**src/rtl/siso_layer_sequencer_pkg.sv**
```systemverilog
// siso_layer_sequencer_pkg: FSM encoding and row-unit geometry defaults shared with the row unit and E memory
package siso_layer_sequencer_pkg;
  localparam int SISO_LAYERS    = 2;
  localparam int SISO_ADDRDEPTH = 20;
  localparam int SISO_ADDRWIDTH = 5;
  typedef enum logic [1:0] {IDLE = 2'd0, ISSUE = 2'd1, DRAIN = 2'd2, DONE = 2'd3} state_e;
endpackage

```
**src/rtl/siso_layer_sequencer_layer_addr_counter.sv**
```systemverilog
// layer_addr_counter: walks addresses of a layer, then layers, then a saturating iteration count
module layer_addr_counter
  import siso_layer_sequencer_pkg::*;
#(
  parameter int LAYERS    = SISO_LAYERS,
  parameter int ADDRDEPTH = SISO_ADDRDEPTH,
  parameter int ADDRWIDTH = SISO_ADDRWIDTH,
  parameter int MAX_ITER  = 10,
  parameter int ITERBITS  = 4
) (
  input  logic                 clk,
  input  logic                 rst,
  input  logic                 clr,
  input  logic                 inc,
  input  logic                 carry,
  input  logic                 step,
  output logic                 layer,
  output logic [ADDRWIDTH-1:0] addr,
  output logic [ITERBITS-1:0]  iter,
  output logic                 wrap,
  output logic                 last
);
  localparam logic                 LAST_L = 1'(LAYERS - 1);
  localparam logic [ADDRWIDTH-1:0] LAST_A = ADDRWIDTH'(ADDRDEPTH - 1);
  localparam logic [ITERBITS-1:0]  LAST_I = ITERBITS'(MAX_ITER - 1);
  logic                 layer_q, layer_d, adv;
  logic [ADDRWIDTH-1:0] addr_q, addr_d;
  logic [ITERBITS-1:0]  iter_q, iter_d;
  always_comb begin
    wrap    = addr_q == LAST_A;
    last    = layer_q == LAST_L && iter_q == LAST_I;
    adv     = step || (inc && wrap && carry);
    addr_d  = clr ? '0 : inc ? (wrap ? '0 : addr_q + ADDRWIDTH'(1)) : addr_q;
    layer_d = clr ? 1'b0 : adv ? (layer_q == LAST_L ? 1'b0 : layer_q + 1'b1) : layer_q;
    iter_d  = clr ? '0 : (adv && layer_q == LAST_L && iter_q != LAST_I) ? iter_q + ITERBITS'(1) : iter_q;
  end
  always_ff @(posedge clk) begin
    if (rst) begin
      layer_q <= 1'b0;
      addr_q  <= '0;
      iter_q  <= '0;
    end else begin
      layer_q <= layer_d;
      addr_q  <= addr_d;
      iter_q  <= iter_d;
    end
  end
  assign layer = layer_q;
  assign addr  = addr_q;
  assign iter  = iter_q;
endmodule

```
**src/rtl/siso_layer_sequencer.sv**
```systemverilog
// siso_layer_sequencer: issues layer/address reads to the SISO row unit and tracks its writebacks
module siso_layer_sequencer
  import siso_layer_sequencer_pkg::*;
#(
  parameter int LAYERS           = SISO_LAYERS,
  parameter int ADDRWIDTH        = SISO_ADDRWIDTH,
  parameter int ADDRDEPTH        = SISO_ADDRDEPTH,
  parameter int MAX_ITER         = 10,
  parameter int ITERBITS         = 4,
  parameter int OSWIDTH          = 6,
  parameter bit DRAIN_EACH_LAYER = 1'b1
) (
  input  logic                 clk,
  input  logic                 rst,
  input  logic                 start,
  input  logic                 hold,
  input  logic                 wren_in,
  input  logic                 wrlayer_in,
  input  logic [ADDRWIDTH-1:0] wraddress_in,
  output logic                 rdlayer,
  output logic [ADDRWIDTH-1:0] rdaddress,
  output logic                 rden_LLR,
  output logic                 rden_E,
  output logic                 busy,
  output logic                 done,
  output logic [ITERBITS-1:0]  iter_count,
  output logic                 wb_err
);
  state_e               state_q, state_d;
  logic [OSWIDTH-1:0]   os_q, os_d;
  logic [ADDRWIDTH-1:0] rdaddress_q, rdaddress_d, is_addr, ex_addr;
  logic [ITERBITS-1:0]  ex_iter;
  logic rden_llr_q, rden_llr_d, rden_e_q, rden_e_d, rdlayer_q, rdlayer_d;
  logic busy_q, busy_d, done_q, done_d, wb_err_q, wb_err_d, ign_q;
  logic accept, issue, drained, wb, dec, mismatch;
  logic is_layer, is_wrap, is_last, ex_layer, ex_wrap, ex_last, ex_unused;
  layer_addr_counter #(
    .LAYERS(LAYERS), .ADDRDEPTH(ADDRDEPTH), .ADDRWIDTH(ADDRWIDTH), .MAX_ITER(MAX_ITER), .ITERBITS(ITERBITS)
  ) u_issue (
    .clk(clk), .rst(rst), .clr(state_q == DONE), .inc(issue),
    .carry(!DRAIN_EACH_LAYER && !is_last), .step(drained && !is_last),
    .layer(is_layer), .addr(is_addr), .iter(iter_count), .wrap(is_wrap), .last(is_last)
  );
  layer_addr_counter #(
    .LAYERS(LAYERS), .ADDRDEPTH(ADDRDEPTH), .ADDRWIDTH(ADDRWIDTH), .MAX_ITER(MAX_ITER), .ITERBITS(ITERBITS)
  ) u_expect (
    .clk(clk), .rst(rst), .clr(state_q == DONE || accept), .inc(wb),
    .carry(!ex_last), .step(1'b0),
    .layer(ex_layer), .addr(ex_addr), .iter(ex_iter), .wrap(ex_wrap), .last(ex_last)
  );
  assign ex_unused = ^{ex_iter, ex_wrap};
  always_comb begin
    accept      = state_q == IDLE && start;
    issue       = accept || (state_q == ISSUE && !hold);
    drained     = state_q == DRAIN && os_q == '0 && !rden_llr_q;
    wb          = wren_in && !ign_q;
    dec         = wb && os_q != '0;
    mismatch    = {wrlayer_in, wraddress_in} != {ex_layer, ex_addr};
    state_d     = (issue && is_wrap && (DRAIN_EACH_LAYER || is_last)) ? DRAIN :
                  accept ? ISSUE :
                  drained ? (is_last ? DONE : ISSUE) :
                  state_q == DONE ? IDLE : state_q;
    os_d        = (rden_llr_q && !dec) ? os_q + OSWIDTH'(1) : (!rden_llr_q && dec) ? os_q - OSWIDTH'(1) : os_q;
    wb_err_d    = !accept && (wb_err_q || (wb && (os_q == '0 || mismatch)));
    rden_llr_d  = issue;
    rden_e_d    = issue && iter_count != '0;
    rdlayer_d   = issue ? is_layer : rdlayer_q;
    rdaddress_d = issue ? is_addr : rdaddress_q;
    busy_d      = state_d == ISSUE || state_d == DRAIN;
    done_d      = state_d == DONE;
  end
  // ign_q masks stale writebacks from a row unit still flushing in the cycle after reset
  always_ff @(posedge clk) begin
    if (rst) begin
      state_q     <= IDLE;
      os_q        <= '0;
      rden_llr_q  <= 1'b0;
      rden_e_q    <= 1'b0;
      rdlayer_q   <= 1'b0;
      rdaddress_q <= '0;
      busy_q      <= 1'b0;
      done_q      <= 1'b0;
      wb_err_q    <= 1'b0;
      ign_q       <= 1'b1;
    end else begin
      state_q     <= state_d;
      os_q        <= os_d;
      rden_llr_q  <= rden_llr_d;
      rden_e_q    <= rden_e_d;
      rdlayer_q   <= rdlayer_d;
      rdaddress_q <= rdaddress_d;
      busy_q      <= busy_d;
      done_q      <= done_d;
      wb_err_q    <= wb_err_d;
      ign_q       <= 1'b0;
    end
  end
  assign rdlayer   = rdlayer_q;
  assign rdaddress = rdaddress_q;
  assign rden_LLR  = rden_llr_q;
  assign rden_E    = rden_e_q;
  assign busy      = busy_q;
  assign done      = done_q;
  assign wb_err    = wb_err_q;
endmodule

```
**config.mk**
```make
export PLATFORM = sky130hd
export DESIGN_NAME = siso_layer_sequencer
export DESIGN_NICKNAME = d
export VERILOG_FILES = /design/src/rtl/siso_layer_sequencer_pkg.sv /design/src/rtl/siso_layer_sequencer_layer_addr_counter.sv /design/src/rtl/siso_layer_sequencer.sv
export SDC_FILE = /design/constraint.sdc
export NUM_CORES = 1
export LEC_CHECK = 0
export ABC_AREA = 0
export CORE_ASPECT_RATIO = 1.75
export CORE_MARGIN = 4
export CORE_UTILIZATION = 40
export CTS_CLUSTER_DIAMETER = 40
export DETAILED_ROUTE_END_ITERATION = 10
export PLACE_DENSITY = 0.58
export SLEW_MARGIN = 25
export SYNTH_ARGS = -nofsm -noshare
export SYNTH_HDL_FRONTEND = slang
export SYNTH_SLANG_ARGS = --single-unit
```
**constraint.sdc**
```tcl
create_clock -name clk -period 3.9 [get_ports clk]
set_input_delay 1.17 -clock clk [delete_from_list [all_inputs] [get_ports clk]]
set_output_delay 1.17 -clock clk [all_outputs]
set_load 0.01 [all_outputs]
```
## After elaboration in Yosys (flattened, before gate mapping)

Cells that the tools add are included.

- Bits of input ports: 11
- Flip-flop bits (word level): 40
- Output and inout bits: 15

- Reductions and logical operators: 40
- Equal/unequal tests: 13
- Multiplexer cells: 12
- Add/sub/neg operators: 8

Operators with widths:

| cell | number |
|---|---|
| 1-bit logical AND | 21 |
| 6-bit 2-to-1 mux | 2 |
| 5-bit by 1-bit adder with 5-bit output (second input constant) | 2 |
| 5-bit equality test (second input constant) | 2 |
| 2-bit 2-to-1 mux | 5 |
| 5-bit 2-to-1 mux | 2 |
| 4-bit by 1-bit adder with 4-bit output (second input constant) | 2 |
| 2-bit equality test (second input constant) | 4 |
| 4-bit equality test (second input constant) | 2 |
| 4-bit != test (second input constant) | 2 |
| 1-bit logical NOT | 7 |
| 6-bit by 1-bit adder with 6-bit output (second input constant) | 1 |
| 6-bit logical NOT | 1 |
| 6-bit != test | 1 |
| 6-bit nonzero test | 1 |
| 6-bit by 1-bit subtractor with 6-bit output (second input constant) | 1 |
| 1-bit logical OR | 5 |
| 2-bit by 1-bit equality test with 1-bit output (second input constant) | 2 |
| 4-bit nonzero test | 1 |
| 2-bit OR reduction | 2 |
| 1-bit 2-to-1 mux | 3 |
| 1-bit adder (second input constant) | 2 |
| 2-bit logical NOT | 1 |
| 2-bit nonzero test | 1 |

## Logic depth before layout (Yosys ltp)

Gate-level depths: netlist of the first run.

- Word-level depth: 8
- Depth in mapped cells: 10
- Depth with buffers taken out: 10

## Cells and area by module

From an unflattened synthesis of the first run, not the netlist that was laid out.

- Cell total of the unflattened synthesis: 237
- Area total of the unflattened synthesis: 2120.8 um2

Modules (own cells, without submodules):

| module | instances | area each (um2) | cells an instance |
|---|---|---|---|
| siso_layer_sequencer | 1 | 1067.3 | 121 |
| layer_addr_counter | 2 | 526.8 | 58 |

## Worst setup path after synthesis of the first run

No wires, ideal clock.

- Path type: in2reg
- From: in wren_in
- To: reg os_q[5]
- Buffers on the path: 0
- Data required time: 3.777 ns
- Path slack: 0.443 ns
- Stages: 9
- Library setup time: 0.123 ns
- Arrival: 3.334 ns
- Cells stage by stage: nor2b_1 > nand2_1 > ha_1 > inv_1 > ha_1 > and4b_1 > a311o_1 > or3b_1 > mux2_1

- Longest elaborated chain between the ends: 5

Ends and longest elaborated chain:

| element | line | RTL |
|---|---|---|
| from (decl) | siso_layer_sequencer.sv:17 | `input logic wren_in,` |
| 1-bit logical AND (*) | siso_layer_sequencer.sv:56 | `wb = wren_in && !ign_q;` |
| 1-bit logical AND (*) | siso_layer_sequencer.sv:57 | `dec = wb && os_q != '0;` |
| 1-bit logical NOT | siso_layer_sequencer.sv:63 | `os_d = (rden_llr_q && !dec) ? os_q + OSWIDTH'(1) : (!rden_llr_q && dec) ? os_q - OSWIDTH'(1) : os_q;` |
| 1-bit logical AND | siso_layer_sequencer.sv:63 |  |
| 6-bit 2-to-1 mux / 2-bit nonzero test (equally long branches) | -- |  |
| to (signal assigned) | siso_layer_sequencer.sv:87 | `os_q <= os_d;` |
| to (decl) | siso_layer_sequencer.sv:30 | `logic [OSWIDTH-1:0] os_q, os_d;` |

Every way passes the cells marked *; elsewhere a longest branch is shown, timed or not.
A chain may end at the register's enable or synchronous reset.

## Worst setup path in the final report of the first run

Ends and elaborated chain as after synthesis.

==> results.md, run 1 <==
* Post-Syn Area at roughly 0.0020 mm2
* Cts hold-fix bufs at 0
* Largest net degree at the start of global routing at 23
* Fillers at roughly 500
* Initial core utilization at 41.1%
* Avg Inst Size Synth at 8.94 um2
* Layout cells sized above 1 at approximately 9.1%
* Clock Tree Root: clkbuf_8
* Final #Nets at approximately 290
* Detailed Routing Iterations Pass 1 at 5
* Final instance area at 0.00250 mm2
* Post-synth top flop: dfxtp_1
* # setup viols final at 0
* EDFF count, synth at 0
* Clk_skew at just over 0.006 ns
* Maximum vdd drop at around 390 uV
* Yosys top cell area share at just under 40%
* Fmax at 287 MHz
* Diode count at 0
* Xor/xnor share of the synthesized area at approximately 6.0%
* Post-synthesis simple-gate area fraction at between 20% and 30%
* Async SR Flop Fraction at 0%
* Final RePlAce weighted congestion at 0.811
* Total clock sinks at 40
* Initial antenna violation count at 0
* Final hold vios at 0
* Critical Path RT at around 4.1 ns
* Area contributors post-synth: dfxtp_1 39%, ha_1 7.9%, a21oi_1 5.1%, xor2_1 5.1%, nand2_1 3.9%
* Die extent in x at between 60 and 70 um
* Most frequent cell after synthesis: dfxtp_1
* Startpoint class of the critical path: input port
* Worst setup EP type: flip-flop
* Pleak at ~0.95 nW
* Unrepaired setup endpoints after global routing: false
* Via density at 5.34
* Pin slew with the least headroom to its limit at between 0.7 and 0.8 ns
* Post-synth net total at 254
* DR WL/cell at approximately 14 um
* Yosys top cell by area: dfxtp_1
* Final TNS setup at 0 ns
* CP max FO at 4
* Synthesized instance count at around 230
* Worst-Skew Late Latency at about 0.30 ns
* Flops & latches, synth at 40
* Routed Antenna Nets at 0
* Fin crit share at between 80% and 90%
* Global-route wire length before repair at approximately 7.4 mm
* Resize count post-CTS at 0
* DR iter-0 viols at 37
* Hold crit path type: reg2reg
* CTS Buf Count at 5
* IO Port Bufs at 25
* Overall routing resource usage at between 10% and 20%
* Die height at between 100 and 150 um
* Via Count at 1697
* H-tree Lvls at 2
* Mux contribution to synthesized area at slightly above 2%
* Syn. warnings at 0
* Post-CTS Setup Inserts at 0
* Adder-cell area share of the yosys netlist at under 10%
* Cell variety after synth at 49
* Compound-gate portion of the synthesized area at approximately 15%
* Fin crit period at 3.48 ns
* WP data arrival at approximately 3.7 ns
* Vias in the first global route at roughly 1700
* P&R area growth vs syn at 21.9%
* Critical setup path kind: in2reg
* Sequential-to-total area share from yosys stat at approximately two fifths
* I/O pins at 26
* # rows at 34
* Power Dens Cells at approximately 470 mW/mm2
* CTS clk-pin slew, worst paths at roughly 0.080 ns
* Maxcap violations at 0
* # DRC at 0
* Dpl hpwl at roughly 3.4 mm
* Slew Viols, Final at 0
* CTS tree: done
* Std-Cell Core Area at 0.00498 mm2
* Status: finished clean
* Die area at 0.00637 mm2
* Max Root-Sink Buffers at 2
* Congestion Overflow GR at 0
* Largest family of logic cells by synthesized area: simple AND/OR/NAND/NOR gates
* Placed cell areas at approximately 0.0024 mm2
* Final wirelength at around 4.5 mm
* Slew HR at about 49%
* Synth top cells by count: 40 x dfxtp_1, 21 x a21oi_1, 21 x nand2_1, 17 x nor2_1, 13 x ha_1
placed cells by master (no fill, tap or decap), drive strengths merged, types with 3 or more instances in the layout:
cell type	instances
or4	3
nand2	21
nand3b	3
a21oi	21
and2	3
nand3	5
clkbuf	6
buf	8
o31ai	4
nor4	6
clkdlybuf4s50	25
nor2	18
inv	10
or3	3
or2	4
a21o	3
dfxtp	40
o21ai	11
xor2	12
nand4b	3
mux2i	3
ha	13
nor2b	10
cell families after synthesis:
kind of cell             Yosys count
AND/OR/NAND/NOR                   91
adder cells (fa/ha/maj)           14
buffers and inverters             16
multiplexers                       4
AO/OA/AOI/OAI                     50
flip-flops                        40
XOR/XNOR                          14
registers in the layout, summed over array words and instances, names as in the netlist, 2 cells and up:
signal / flops
os_q: 6
rdaddress: 5
u_expect.addr: 5
u_issue.addr: 5
u_expect.iter: 4
u_issue.iter: 4
state_q: 2
worst max-delay path, stage by stage:
cell and delay [ns]:
clkdlybuf4s50_1 0.48, nor2b_1 0.18, nand2_1 0.08, ha_1 0.19, inv_1 0.14, buf_4 0.14
ha_1 0.26, o21ai_0 0.28, nor3_1 0.08, or3b_1 0.36, mux2_1 0.31
where the power goes:
group          internal, W  switching [W]  leakage [nW]
combinational     0.000190       0.000201         0.584
sequential        0.000446      0.0000484         0.326
clock             0.000143       0.000155        0.0434
total             0.000778       0.000405         0.953
metal layers:
metal  vias up  track usage (%)  part of all wire, %  wire [um]
li1        875                -                    -          -
met5         -                0                    0          0
met2        28             27.6                   51       2320
met4         0             7.52                  2.6        116
met1       786             17.0                   42       1900
met3         8             4.14                  4.1        184
worst paths after layout:
check	start	endpoint	slack, ns	depth (start not counted)
max	wren_in	os_q[5]$_SDFFE_PP0P_	0.42	11
min	rdaddress[3]$_SDFFE_PP0P_	rdaddress[3]$_SDFFE_PP0P_	0.46	2
max reg2reg	os_q[2]$_SDFFE_PP0P_	os_q[5]$_SDFFE_PP0P_	0.94	11
min reg2reg	rdaddress[3]$_SDFFE_PP0P_	rdaddress[3]$_SDFFE_PP0P_	0.46	2
metrics by stage:
step	setup WS (ns)	hold slack, ns	utilization, %	power (W)	cells
2_1_floorplan	0.443	0.457	-	0.000774	229
4_1_cts	0.416	0.460	50.2	0.00120	318
3_3_place_gp	0.136	0.448	48.2	0.000891	310
6_report	0.420	0.457	50.2	0.00118	318
5_1_grt	0.224	0.492	50.2	0.00127	318
3_5_place_dp	0.111	0.448	48.2	0.000894	310
layout make-up:
type / instances / area, um2 / area share (%)
multi-input combinational: 173 / 1180 / 47.4
sequential: 40 / 801 / 32.1
timing repair buffer: 33 / 310 / 12.4
clock buffer: 6 / 82.6 / 3.31
tap: 54 / 67.6 / 2.71
inverter: 10 / 37.5 / 1.50
clock inverter: 2 / 15.0 / 0.602
(Power assumes the default switching activity.)
==> inputs of run 2 (changes only) <==
--- a/config.mk
+++ b/config.mk
@@ -8,10 +8,10 @@
 export ABC_AREA = 0
 export CORE_ASPECT_RATIO = 1.75
 export CORE_MARGIN = 4
-export CORE_UTILIZATION = 40
+export CORE_UTILIZATION = 45
 export CTS_CLUSTER_DIAMETER = 40
 export DETAILED_ROUTE_END_ITERATION = 10
-export PLACE_DENSITY = 0.58
+export PLACE_DENSITY = 0.64
 export SLEW_MARGIN = 25
 export SYNTH_ARGS = -nofsm -noshare
 export SYNTH_HDL_FRONTEND = slang
==> run 2 against run 1 <==
Critical path depth fell by 1. Highest routed layer unchanged. Utilization increased by 6.5 points. Final cell count shrank 1.6%. Global-route usage increased by 0.69 points. Register-to-register slack about the same. Critical path type unchanged. Largest cell class unchanged.
==> results.md, run 2 (same netlist as run 1, synthesis figures left out) <==
* Fin crit share at 90.3%
* Largest Register: os_q
* Congestion Overflow GR at 0
* Resize count post-CTS at 0
* Final setup margin at around 0.38 ns
* CP most frequent cell: ha_1
* Vias in the first global route at 1620
* Slew HR at 50.9%
* Power Dens Cells at between 400 and 500 mW/mm2
* Most common cell after layout, fill and taps aside: dfxtp_1
* Largest register FFs at 6
* # DRC at 0
* Total clock sinks at 40
* DR iter-0 viols at 54
* Global-route wire length before repair at 7.42 mm
* CTS tree: done
* I/O pins at 26
* Slew Viols, Final at 0
* Initial antenna violation count at 0
* Switching power share of the total at roughly 33%
* Final wirelength at between 4 and 5 mm
* Flip-flop and latch area at about 800 um2
* Largest net degree at the start of global routing at 23
* Unrepaired setup endpoints after global routing: false
* Hold crit path type: reg2reg
* Startpoint class of the critical path: input port
* Die extent in x at a little under 60 um
* Diode count at 0
* Placed cell areas at 0.00238 mm2
* Maxcap violations at 0
* Via Count at approximately 1700
* CTS clk-pin slew, worst paths at 0.08 ns
* Worst path cell trace: clkdlybuf4s50_1 > nor2b_1 > nand2_1 > ha_1 > inv_1 > ha_1 > a211oi_1 > nor3_1 > or3b_1 > mux2_1
* Std-Cell Core Area at around 0.0044 mm2
* Final instance area at ~0.0025 mm2
* CTS Buf Count at 5
* Worst setup EP type: flip-flop
* P&R area growth vs syn at 21.9%
* Pleak at around 0.96 nW
* Final hold vios at 0
* Post-CTS Setup Inserts at 0
* Routed Antenna Nets at 0
* Dpl hpwl at roughly 3.4 mm
* P_sw at about 0.00040 W
* Final TNS setup at 0 ns
* Reg power frac at 40.8%
* Pin slew with the least headroom to its limit at between 0.7 and 0.8 ns
* Non-filler cells, final at about 310
* Via density at 5.45
* Cts hold-fix bufs at 0
* Most frequent cells in the layout: 40 x dfxtp_1, 25 x clkdlybuf4s50_1, 21 x nand2_1, 21 x a21oi_1, 17 x nor2_1
* Die height at approximately 97 um
* H-tree Lvls at 2
* IO Port Bufs at 25
* Layout cells sized above 1 at about 8.4%
* Clock Tree Root: clkbuf_8
* Worst Path Buf+Inv at 2
* # setup viols final at 0
* Maximum vdd drop at roughly 320 uV
* Internal power at roughly 0.00082 W
* Detailed Routing Iterations Pass 1 at 4
* WP data arrival at 3.70 ns
* Slowest stage delay, CP at about 0.5 ns
* Fin crit period at roughly 3.5 ns
* Overall routing resource usage at ~17%
* Clk_skew at roughly 0.005 ns
* Final #Nets at ~290
* Die area at ~0.0057 mm2
* # rows at 32
* DR WL/cell at ~14 um
* Initial core utilization at roughly 46%
* Final RePlAce weighted congestion at 0.863
* Critical setup path kind: in2reg
* CP max FO at 4
* Dpl cells at roughly 310
* Clock share of power at around 29%
* Critical Path RT at roughly 4.1 ns
* Slowest cell on crit path: clkdlybuf4s50_1
* Placement Setup Slack at 0.0831 ns
* Comb power frac at 30.7%
* Fmax at ~280 MHz
* Fillers at between 400 and 500
* Worst-Skew Late Latency at ~0.29 ns
* Worst path top cell family by delay: simple AND/OR/NAND/NOR gates
* Combined area of the multi-input logic cells at 0.00118 mm2
* Max Root-Sink Buffers at 2
* Status: finished clean
==> run 2: cell types whose count changed in the layout (fill, tap and decap cells not counted) <==
cell,previous run,this run
clkinvlp_4,2,1
inv_6,0,1
clkbuf_8,6,5
buf_4,8,6
bufinv_16,0,1
==> run 2: per-stage QoR <==
stage | utilization (%) | hold slack, ns | total power [W]
2_1_floorplan | - | 0.457 | 0.000774
3_3_place_gp | 54.0 | 0.445 | 0.000871
3_5_place_dp | 54.0 | 0.449 | 0.000876
4_1_cts | 56.6 | 0.462 | 0.00123
5_1_grt | 56.6 | 0.479 | 0.00129
6_report | 56.6 | 0.456 | 0.00122
==> run 2: tightest hold or removal path: stages, from the launching register on <==
cell     delay, ns
dfxtp_1       0.31
nand2_1       0.05
a21oi_1       0.05
==> run 2: power by group through the flow <==
| stage | clock network (W) | registers, W | logic, W |
|---|---|---|---|
| floorplan | 0 | 0.000496 | 0.000278 |
| global placement | 0 | 0.000504 | 0.000367 |
| detailed placement | 0 | 0.000506 | 0.000370 |
| CTS | 0.000358 | 0.000496 | 0.000376 |
| global route | 0.000368 | 0.000502 | 0.000417 |
| finish | 0.000347 | 0.000496 | 0.000373 |
==> run 2: cell type report <==
| type | instances | area share [%] |
|---|---|---|
| Clock buffer | 5 | 2.76 |
| Clock inverter | 3 | 1.86 |
| Inverter | 10 | 1.50 |
| Multi-Input combinational cell | 173 | 47.4 |
| Sequential cell | 40 | 32.1 |
| Tap cell | 51 | 2.56 |
| Timing Repair Buffer | 31 | 11.8 |
==> run 2: metal layers <==
metal	wire, um	global-route usage [%]	share of wire [%]
met3	152	3.06	3.4
met2	2400	30.2	53
met5	0	0	0
met4	57	5.24	1.3
met1	1880	18.3	42
==> run 2: final timing paths <==
kind,startpoint,endpoint,slack (ns),cells after the start
worst min-delay path,rdaddress[4]$_SDFFE_PP0P_,rdaddress[4]$_SDFFE_PP0P_,0.46,2
worst max register to register,os_q[2]$_SDFFE_PP0P_,os_q[5]$_SDFFE_PP0P_,0.95,11
worst min register to register,rdaddress[4]$_SDFFE_PP0P_,rdaddress[4]$_SDFFE_PP0P_,0.46,2
worst max-delay path,wren_in,os_q[5]$_SDFFE_PP0P_,0.38,10
==> inputs of run 3 (changes only) <==
--- a/config.mk
+++ b/config.mk
@@ -6,12 +6,14 @@
 export NUM_CORES = 1
 export LEC_CHECK = 0
 export ABC_AREA = 0
+export ABC_CLOCK_PERIOD_IN_PS = 3900
+export CELL_PAD_IN_SITES_DETAIL_PLACEMENT = 1
+export CELL_PAD_IN_SITES_GLOBAL_PLACEMENT = 1
 export CORE_ASPECT_RATIO = 1.75
-export CORE_MARGIN = 4
-export CORE_UTILIZATION = 45
+export CORE_UTILIZATION = 41
 export CTS_CLUSTER_DIAMETER = 40
 export DETAILED_ROUTE_END_ITERATION = 10
-export PLACE_DENSITY = 0.64
+export PLACE_DENSITY = 0.75
 export SLEW_MARGIN = 25
 export SYNTH_ARGS = -nofsm -noshare
 export SYNTH_HDL_FRONTEND = slang
==> run 3 against run 2 <==
First-iteration DRC count decreased by 46%. Combinational power increased by 3%. Final area increased by 0.50%. Clock power increased by 6.9%. Non-clock buffer count unchanged. Critical path type unchanged. Largest power group unchanged. Highest routed layer unchanged.
==> results.md, run 3 (same netlist as run 1, synthesis figures left out) <==
* Status: finished clean
* Final hold vios at 0
* Worst path cell trace: clkdlybuf4s50_1 > nor2b_1 > nand2_1 > ha_1 > inv_1 > ha_1 > and4b_1 > a311o_1 > or3b_1 > mux2_1
* Startpoint class of the critical path: input port
* CP max FO at 5
* Critical Path RT at between 4 and 5 ns
* Most common cell after layout, fill and taps aside: dfxtp_1
* Final #Nets at roughly 290
* Worst Path Buf+Inv at 2
* Cts hold-fix bufs at 0
* Fin crit share at just over 90%
* Dpl hpwl at roughly 3.9 mm
* Std-Cell Core Area at around 0.0047 mm2
* # setup viols final at 0
* Fmax at 278 MHz
* H-tree Lvls at 2
* Layout cells sized above 1 at 8.40%
* Slew Viols, Final at 0
* Worst setup EP type: flip-flop
* Max Root-Sink Buffers at 2
* I/O pins at 26
* Final RePlAce weighted congestion at about 0.76
* Worst path top cell family by delay: simple AND/OR/NAND/NOR gates
* Worst-Skew Late Latency at 0.29 ns
* Slowest cell on crit path: clkdlybuf4s50_1
* Congestion Overflow GR at 0
* Initial core utilization at between 40 and 50%
* Pin slew with the least headroom to its limit at roughly 0.70 ns
* Largest net degree at the start of global routing at 23
* Placed cell areas at between 0.002 and 0.0025 mm2
* IO Port Bufs at 25
* Most frequent cells in the layout: 40 x dfxtp_1, 25 x clkdlybuf4s50_1, 21 x nand2_1, 21 x a21oi_1, 17 x nor2_1
* Maxcap violations at 0
* Resize count post-CTS at 0
* Die extent in x at 55.4 um
* Clock Tree Root: clkbuf_8
* Slowest stage delay, CP at 0.49 ns
* Power Dens Cells at between 500 and 600 mW/mm2
* Via density at 5.58
* DR iter-0 viols at 29
* Unrepaired setup endpoints after global routing: false
* CTS Buf Count at 5
* Pleak at around 0.97 nW
* Fin crit period at between 3 and 4 ns
* Initial antenna violation count at 0
* Routed Antenna Nets at 0
* Die area at roughly 0.0053 mm2
* Via Count at approximately 1800
* Post-CTS Setup Inserts at 0
* CTS clk-pin slew, worst paths at about 0.08 ns
* Slew HR at 52.7%
* # DRC at 0
* Hold crit path type: reg2reg
* Final TNS setup at 0 ns
* WP data arrival at about 3.8 ns
* Vias in the first global route at roughly 1900
* Clk_skew at around 0.0037 ns
* Critical setup path kind: in2reg
* CTS tree: done
* Final instance area at around 0.0025 mm2
* Global-route wire length before repair at between 8 and 9 mm
* Maximum vdd drop at roughly 350 uV
* DR WL/cell at between 15 and 20 um
* P&R area growth vs syn at 22.5%
* Detailed Routing Iterations Pass 1 at 4
* Final wirelength at 5.07 mm
* Overall routing resource usage at a little over 20%
* Die height at 95.5 um
* CP most frequent cell: ha_1
* Total clock sinks at 40
* Hold WS at between 0.4 and 0.5 ns
* # rows at 33
* Largest register FFs at 6
* Largest Register: os_q
* Diode count at 0
-- run 3: area by class of cell --
class                   count  area [um2]
clock buffers               7        96.3
fillers                   570        2240
inverters                  10        37.5
clock inverters             1        30.0
multi-input cells         173        1180
well taps                  52        65.1
repair buffers             31         295
flip-flops and latches     40         801
-- run 3: metal layers --
| metal | global-route usage (%) | vias up | wire length, um |
|---|---|---|---|
| met4 | 8.54 | 0 | 136 |
| li1 | - | 873 | - |
| met2 | 41.4 | 30 | 2870 |
| met1 | 19.2 | 838 | 1960 |
| met3 | 3.39 | 12 | 98 |
| met5 | 0 | - | 0 |
-- run 3: per-stage QoR --
step	std cells	power (W)	utilization (%)	setup slack, ns
2_1_floorplan	229	0.000774	-	0.443
6_report	314	0.00126	52.8	0.304
3_5_place_dp	306	0.000887	50.1	0.0410
4_1_cts	314	0.00127	52.8	0.311
3_3_place_gp	306	0.000872	50.1	0.128
5_1_grt	314	0.00132	52.8	0.198
-- run 3: tightest hold or removal path, stage by stage, from the launching register on --
cell,delay [ns]
dfxtp_1,0.31
nand2_1,0.05
a21oi_1,0.05
-- run 3: worst paths after layout --
path                            cells past startpoint  slack (ns)                        end                       from
worst min register to register                      2        0.46  rdaddress[3]$_SDFFE_PP0P_  rdaddress[3]$_SDFFE_PP0P_
worst max-delay path                               10        0.30       os_q[5]$_SDFFE_PP0P_                    wren_in
worst max register to register                     11        0.92       os_q[5]$_SDFFE_PP0P_       os_q[2]$_SDFFE_PP0P_
worst min-delay path                                2        0.46  rdaddress[3]$_SDFFE_PP0P_  rdaddress[3]$_SDFFE_PP0P_
-- run 3: where the power goes --
part | leakage [nW] | total [W] | switching, W | internal (W)
Combinational | 0.575 | 0.000386 | 0.000209 | 0.000178
Sequential | 0.326 | 0.000498 | 0.0000525 | 0.000445
Clock | 0.0645 | 0.000371 | 0.000145 | 0.000226
